--- config.mk ---
export PLATFORM = sky130hd
export DESIGN_NAME = matmul_scheduler_flat
export DESIGN_NICKNAME = d
export VERILOG_FILES = /design/src/rtl/matmul_scheduler_if.sv /design/src/rtl/matmul_scheduler.sv /design/src/flat_wrapper.sv
export SDC_FILE = /design/constraint.sdc
export NUM_CORES = 1
export LEC_CHECK = 0
export BUFFER_PORTS_ARGS = -buffer_cell sky130_fd_sc_hd__buf_2
export CAP_MARGIN = 40
export CORE_ASPECT_RATIO = 0.8
export CORE_MARGIN = 1
export CORE_UTILIZATION = 30
export DETAILED_ROUTE_END_ITERATION = 8
export PLACE_DENSITY = 0.47
export RECOVER_POWER = 50
export SETUP_SLACK_MARGIN = 0.1
export SLEW_MARGIN = 20
export SYNTH_ARGS = -nofsm -noshare
export SYNTH_HDL_FRONTEND = slang
export SYNTH_SLANG_ARGS = --single-unit
export TNS_END_PERCENT = 10
--- constraint.sdc ---
create_clock -name clk -period 2.45 [get_ports clk]
set_input_delay 0.49 -clock clk [delete_from_list [all_inputs] [get_ports clk]]
set_output_delay 0.49 -clock clk [all_outputs]
set_load 0.1 [all_outputs]
--- src/rtl/matmul_scheduler_if.sv ---
// Loader and compute-unit handshake bundle for matmul_scheduler.
// master = scheduler side, slave = loader/compute-unit side.
interface matmul_scheduler_if #(
  parameter int MAX_SIZE_A = 32,
  parameter int MAX_SIZE_B = 32
);
  localparam int RA = $clog2(MAX_SIZE_A);
  localparam int CB = $clog2(MAX_SIZE_B);

  logic          valid_request;
  logic [RA-1:0] row_req;
  logic [CB-1:0] col_req;
  logic          val_rows;
  logic [RA-1:0] row_in;
  logic [CB-1:0] col_in;
  logic          mac_start;
  logic          mac_ready;
  logic          mac_done;

  modport master (
    output valid_request, row_req, col_req, mac_start,
    input  val_rows, row_in, col_in, mac_ready, mac_done
  );

  modport slave (
    input  valid_request, row_req, col_req, mac_start,
    output val_rows, row_in, col_in, mac_ready, mac_done
  );
endinterface

--- src/rtl/matmul_scheduler.sv ---
// Walks every (A row, B column) pair, fetches operands from the loader with
// timeout/retry, and dispatches one compute-unit operation per pair.
module matmul_scheduler #(
  parameter int MAX_SIZE_A  = 32,
  parameter int MAX_SIZE_B  = 32,
  parameter int TIMEOUT     = 64,
  parameter int MAX_RETRIES = 3
) (
  input  logic                        clk,
  input  logic                        rst,
  input  logic                        complete,
  input  logic [$clog2(MAX_SIZE_A):0] num_rows,
  input  logic [$clog2(MAX_SIZE_B):0] num_cols,
  matmul_scheduler_if.master          bus,
  output logic                        busy,
  output logic                        done,
  output logic                        error,
  output logic [15:0]                 elem_count
);
  localparam int RA  = $clog2(MAX_SIZE_A);
  localparam int CB  = $clog2(MAX_SIZE_B);
  localparam int TW  = $clog2(TIMEOUT);
  localparam int RTW = $clog2(MAX_RETRIES + 1);
  localparam logic [RA:0]    ROWS_MAX  = (RA+1)'(MAX_SIZE_A);
  localparam logic [CB:0]    COLS_MAX  = (CB+1)'(MAX_SIZE_B);
  localparam logic [TW-1:0]  TCNT_LAST = TW'(TIMEOUT - 1);
  localparam logic [RTW-1:0] RETRY_MAX = RTW'(MAX_RETRIES);

  typedef enum logic [2:0] {
    S_IDLE, S_REQ, S_WAIT_DATA, S_DISPATCH, S_WAIT_MAC, S_ADVANCE, S_DONE
  } state_t;

  state_t         state_reg, state_next;
  logic [RA-1:0]  row_reg, row_next, row_req_reg, row_req_next;
  logic [CB-1:0]  col_reg, col_next, col_req_reg, col_req_next;
  logic [RA:0]    nrows_reg, nrows_next, nrows_sat;
  logic [CB:0]    ncols_reg, ncols_next, ncols_sat;
  logic [RTW-1:0] retry_reg, retry_next;
  logic [TW-1:0]  tcnt_reg, tcnt_next;
  logic [15:0]    count_reg, count_next;
  logic           error_reg, error_next;
  logic           prev_complete_reg;
  logic           match, last_col, last_row;

  assign nrows_sat = (num_rows > ROWS_MAX) ? ROWS_MAX : num_rows;
  assign ncols_sat = (num_cols > COLS_MAX) ? COLS_MAX : num_cols;
  assign match     = bus.val_rows && (bus.row_in == row_req_reg) && (bus.col_in == col_req_reg);
  assign last_col  = ({1'b0, col_reg} == ncols_reg - (CB+1)'(1));
  assign last_row  = ({1'b0, row_reg} == nrows_reg - (RA+1)'(1));

  always_ff @(posedge clk or posedge rst) begin
    if (rst) begin
      state_reg         <= S_IDLE;
      row_reg           <= '0;
      col_reg           <= '0;
      row_req_reg       <= '0;
      col_req_reg       <= '0;
      nrows_reg         <= '0;
      ncols_reg         <= '0;
      retry_reg         <= '0;
      tcnt_reg          <= '0;
      count_reg         <= '0;
      error_reg         <= 1'b0;
      prev_complete_reg <= 1'b0;
    end else begin
      state_reg         <= state_next;
      row_reg           <= row_next;
      col_reg           <= col_next;
      row_req_reg       <= row_req_next;
      col_req_reg       <= col_req_next;
      nrows_reg         <= nrows_next;
      ncols_reg         <= ncols_next;
      retry_reg         <= retry_next;
      tcnt_reg          <= tcnt_next;
      count_reg         <= count_next;
      error_reg         <= error_next;
      prev_complete_reg <= complete;
    end
  end

  always_comb begin
    state_next   = state_reg;
    row_next     = row_reg;
    col_next     = col_reg;
    row_req_next = row_req_reg;
    col_req_next = col_req_reg;
    nrows_next   = nrows_reg;
    ncols_next   = ncols_reg;
    retry_next   = retry_reg;
    tcnt_next    = tcnt_reg;
    count_next   = count_reg;
    error_next   = error_reg;
    case (state_reg)
      S_IDLE: begin
        if (complete && !prev_complete_reg) begin
          nrows_next   = nrows_sat;
          ncols_next   = ncols_sat;
          error_next   = 1'b0;
          count_next   = '0;
          row_next     = '0;
          col_next     = '0;
          row_req_next = '0;
          col_req_next = '0;
          retry_next   = '0;
          state_next   = (nrows_sat == '0 || ncols_sat == '0) ? S_DONE : S_REQ;
        end
      end
      S_REQ: begin
        tcnt_next  = '0;
        state_next = S_WAIT_DATA;
      end
      S_WAIT_DATA: begin
        // A matching response beats a timeout landing in the same cycle.
        if (match) begin
          state_next = S_DISPATCH;
        end else if (tcnt_reg == TCNT_LAST) begin
          if (retry_reg < RETRY_MAX) begin
            retry_next = retry_reg + RTW'(1);
            state_next = S_REQ;
          end else begin
            error_next = 1'b1;
            state_next = S_DONE;
          end
        end else begin
          tcnt_next = tcnt_reg + TW'(1);
        end
      end
      S_DISPATCH: begin
        if (bus.mac_ready) state_next = S_WAIT_MAC;
      end
      S_WAIT_MAC: begin
        if (bus.mac_done) begin
          count_next = count_reg + 16'd1;
          state_next = S_ADVANCE;
        end
      end
      S_ADVANCE: begin
        retry_next = '0;
        if (last_col && last_row) begin
          state_next = S_DONE;
        end else if (last_col) begin
          col_next     = '0;
          row_next     = row_reg + RA'(1);
          col_req_next = '0;
          row_req_next = row_reg + RA'(1);
          state_next   = S_REQ;
        end else begin
          col_next     = col_reg + CB'(1);
          col_req_next = col_reg + CB'(1);
          state_next   = S_REQ;
        end
      end
      S_DONE:  state_next = S_IDLE;
      default: state_next = S_IDLE;
    endcase
  end

  assign bus.valid_request = (state_reg == S_REQ);
  assign bus.row_req       = row_req_reg;
  assign bus.col_req       = col_req_reg;
  assign bus.mac_start     = (state_reg == S_DISPATCH) && bus.mac_ready;
  assign busy  = (state_reg != S_IDLE) && (state_reg != S_DONE);
  assign done  = (state_reg == S_DONE);
  assign error = error_reg;
  assign elem_count = count_reg;
endmodule

--- src/flat_wrapper.sv ---
// flat-port wrapper written by rule: the top's interface ports become plain ports
module matmul_scheduler_flat 
#(
  parameter int MAX_SIZE_A  = 32,
  parameter int MAX_SIZE_B  = 32,
  parameter int TIMEOUT     = 64,
  parameter int MAX_RETRIES = 3
)
  (clk, rst, complete, num_rows, num_cols, busy, done, error, elem_count, bus_valid_request, bus_row_req, bus_col_req, bus_mac_start, bus_val_rows, bus_row_in, bus_col_in, bus_mac_ready, bus_mac_done);
  matmul_scheduler_if #(.MAX_SIZE_A(MAX_SIZE_A), .MAX_SIZE_B(MAX_SIZE_B)) bus_i ();
  input  logic clk;
  input  logic rst;
  input  logic complete;
  input  logic [$clog2(MAX_SIZE_A):0] num_rows;
  input  logic [$clog2(MAX_SIZE_B):0] num_cols;
  output logic busy;
  output logic done;
  output logic error;
  output logic [15:0] elem_count;
  output wire logic [$bits(bus_i.valid_request)-1:0] bus_valid_request;
  output wire logic [$bits(bus_i.row_req)-1:0] bus_row_req;
  output wire logic [$bits(bus_i.col_req)-1:0] bus_col_req;
  output wire logic [$bits(bus_i.mac_start)-1:0] bus_mac_start;
  input wire logic [$bits(bus_i.val_rows)-1:0] bus_val_rows;
  input wire logic [$bits(bus_i.row_in)-1:0] bus_row_in;
  input wire logic [$bits(bus_i.col_in)-1:0] bus_col_in;
  input wire logic [$bits(bus_i.mac_ready)-1:0] bus_mac_ready;
  input wire logic [$bits(bus_i.mac_done)-1:0] bus_mac_done;
  assign bus_valid_request = bus_i.valid_request;
  assign bus_row_req = bus_i.row_req;
  assign bus_col_req = bus_i.col_req;
  assign bus_mac_start = bus_i.mac_start;
  assign bus_i.val_rows = bus_val_rows;
  assign bus_i.row_in = bus_row_in;
  assign bus_i.col_in = bus_col_in;
  assign bus_i.mac_ready = bus_mac_ready;
  assign bus_i.mac_done = bus_mac_done;
  matmul_scheduler #(.MAX_SIZE_A(MAX_SIZE_A), .MAX_SIZE_B(MAX_SIZE_B), .TIMEOUT(TIMEOUT), .MAX_RETRIES(MAX_RETRIES)) u_core (.clk(clk), .rst(rst), .complete(complete), .num_rows(num_rows), .num_cols(num_cols), .bus(bus_i), .busy(busy), .done(done), .error(error), .elem_count(elem_count));
endmodule
==> impl_metrics.json <==
{
  "crit_type": "reg2reg",
  "syn_nets": 377,
  "yosysTopAreaCell": "dfrtp_1",
  "vias_per_cell": 4.937,
  "pin_count": 59,
  "numClockSinks": 51,
  "end_kind": "flip-flop",
  "cap_violations": 0,
  "hpwl_um": 6037,
  "powerDensity_nw_per_um2": 1051,
  "ys_top_cells_by_area": "dfrtp_1 (41%), xnor2_1 (6.8%), nand2_1 (5.0%)",
  "cp_data_required_time_ns": 2.68,
  "synth_area_um2": 3077,
  "critPathCapture": "u_core.bus.row_req[2]",
  "seq_area_frac_synth": 0.4148,
  "die_width_um": 115.2,
  "synth_common_cells": "dfrtp_1 (51), nand2_1 (41), nor2_1 (35)",
  "skew_ns": 0.005925,
  "r2r_start": "u_core.nrows_reg[2]",
  "diodes": 0,
  "hold_viol_final": 0,
  "leakagePower_uw": 0.001728,
  "cts_tree": "yes",
  "dieArea_um2": 10670,
  "syn2layout_area_growth_pct": 24.64,
  "gp_congestion": 0.7980,
  "rsz0062_at_grt": "yes",
  "crit_start": "u_core.nrows_reg[2]",
  "rr_endpoint": "u_core.bus.row_req[2]",
  "outcome": "complete, no violations",
  "reg2reg_depth": 6,
  "ys_types": 56,
  "fin_util": 0.3909,
  "first_global_vias": 2659,
  "slowest_stage": "dfrtp_2",
  "grt_usage": 0.1649,
  "synth_edf_count": 0,
  "synthArstFlopShare": 1.000,
  "setup_viol": 0,
  "via_count": 2735,
  "io_buffers": 58,
  "drt_wl_total_um": 8055,
  "antenna_left": 0,
  "core_area_um2": 9809,
  "tightest_slew_ns": 1.167,
  "min_period_ns": 2.303,
  "cp-start-kind": "flip-flop",
  "start_util": 0.3136,
  "ys_ff_latch": 51,
  "cts-root-buf": "clkbuf_16",
  "ctsLongestPathBuffers": 2,
  "cp_top_family": "simple AND/OR/NAND/NOR gates",
  "crit_arrival_ns": 2.54,
  "drive_gt1_frac": 0.2440,
  "rrSetupSlack_ns": 0.15,
  "yosys_warnings": 0,
  "grt_remaining_overflow": 0,
  "dp_cells": 541,
  "row_count": 32,
  "clk_pin_slew_ns": 0.07,
  "synth_top_area_frac": 0.4148,
  "ys.flop_type": "dfrtp_1",
  "die_h_um": 92.58,
  "slowest_delay_ns": 0.44,
  "largest_reg_flops": 16,
  "grt_max_degree": 31,
  "antenna_found_initial": 0,
  "drv_slew": 0,
  "grt_first_pass_wirelength_um": 13520,
  "drtPass1Iterations": 4,
  "cts.htree.levels": 2,
  "crit_buf_inv": 0,
  "drtIter0Drc": 124,
  "path_depth": 6,
  "syn-instance-count": 342,
  "final.period_utilization": 0.9401,
  "slew_headroom": 0.2252,
  "drc": 0,
  "vdd.ir_drop.worst_mv": 0.6222,
  "cp_cell_sequence": "or3_4, or4_4, o211a_1, a221o_2, or3_1, a21oi_2",
  "hold_path_class": "in2reg",
  "power_uw": 4030,
  "crit_fanout": 7,
  "fmax_ghz": 0.4342,
  "layoutNonFillerInstCount": 554,
  "insertion_delay_ns": 0.30,
  "nets": 452,
  "yosysMostFrequentCell": "dfrtp_1",
  "wl_per_cell_um": 14.54,
  "numCtsBuffers": 5,
  "avgSynthCellArea_um2": 8.996
}
placed cells by master, fill, tap and decap left out, types with 4 or more instances in the layout:
cell       netlist  routed
nor2_1          35      33
clkbuf_1         7      13
dfrtp_2          0       4
nor3_1          11      10
nand4_1          4       4
a21oi_1         15      13
buf_2            1      46
dfrtp_1         51      47
and2_1           4       4
clkbuf_16        0       5
nand3b_1        11      11
nand2_1         41      41
and3_1           5       5
nand3_1         14      14
buf_4            3      18
o21ai_0         21      21
xnor2_1         24      24
xor2_1          12      12
ha_1             7       6
or3_1            5       4
inv_1           16      14
worst min path at each step:
stage                   startpoint                  endpoint  cells after the start
2_1_floorplan  u_core.ncols_reg[5]       u_core.ncols_reg[5]                      2
3_3_place_gp   u_core.nrows_reg[5]       u_core.nrows_reg[5]                      2
3_5_place_dp   u_core.ncols_reg[5]       u_core.ncols_reg[5]                      2
4_1_cts                        rst     u_core.elem_count[13]                      2
5_1_grt                   complete  u_core.prev_complete_reg                      1
6_report                  complete  u_core.prev_complete_reg                      1
layer usage:
metal | up-vias | routed length [um] | track usage
li1 | 1368 | - | -
met1 | 1309 | 4307 | 0.2525
met2 | 53 | 3270 | 0.2319
met3 | 5 | 413 | 0.03927
met4 | 0 | 63 | 0.03247
met5 | - | 0 | 0
power breakdown:
group	switching, uW	internal (uW)
Combinational	1240	816
Clock	336	377
Sequential	236	1030
logic make-up (layout without fill, tap and decap cells):
group / after synthesis / count (layout) / share of synthesized area
multiplexers: 3 / 3 / 0.01017
XOR/XNOR: 37 / 37 / 0.1098
AO/OA/AOI/OAI: 70 / 70 / 0.1606
flip-flops: 51 / 51 / 0.4148
AND/OR/NAND/NOR: 147 / 147 / 0.2391
buffers and inverters: 27 / 103 / 0.03701
adder cells (fa/ha/maj): 7 / 7 / 0.02847
stage by stage:
stage	setup WS [ns]	hold slack (ns)	TNS, ns	area, um2
floorplan	-0.2183	0.4603	-0.8707	3092
global placement	0.07937	0.4990	0	3633
detailed placement	0.06764	0.4906	0	3633
CTS	0.09377	0.2282	0	3805
global route	0.05622	0.3636	0	3835
finish	0.1468	0.3398	0	3835
cell type report:
type	instances	area (um2)
tap	136	170.2
inverter	16	60.06
fill	1004	5974
timing repair buffer	79	430.4
clock inverter	3	20.02
sequential	51	1281
multi-input combinational	264	1748
clock buffer	5	125.1
timing repair:
item / CTS / global route
gates resized for setup: 4 / 10
buffers inserted: 2 / 3
endpoints found under the setup margin: 7 / 11
pin swaps: 6 / 13
hold buffers: 0 / 0
cloned: 0 / 0
Power figures use the tool's default switching activity.
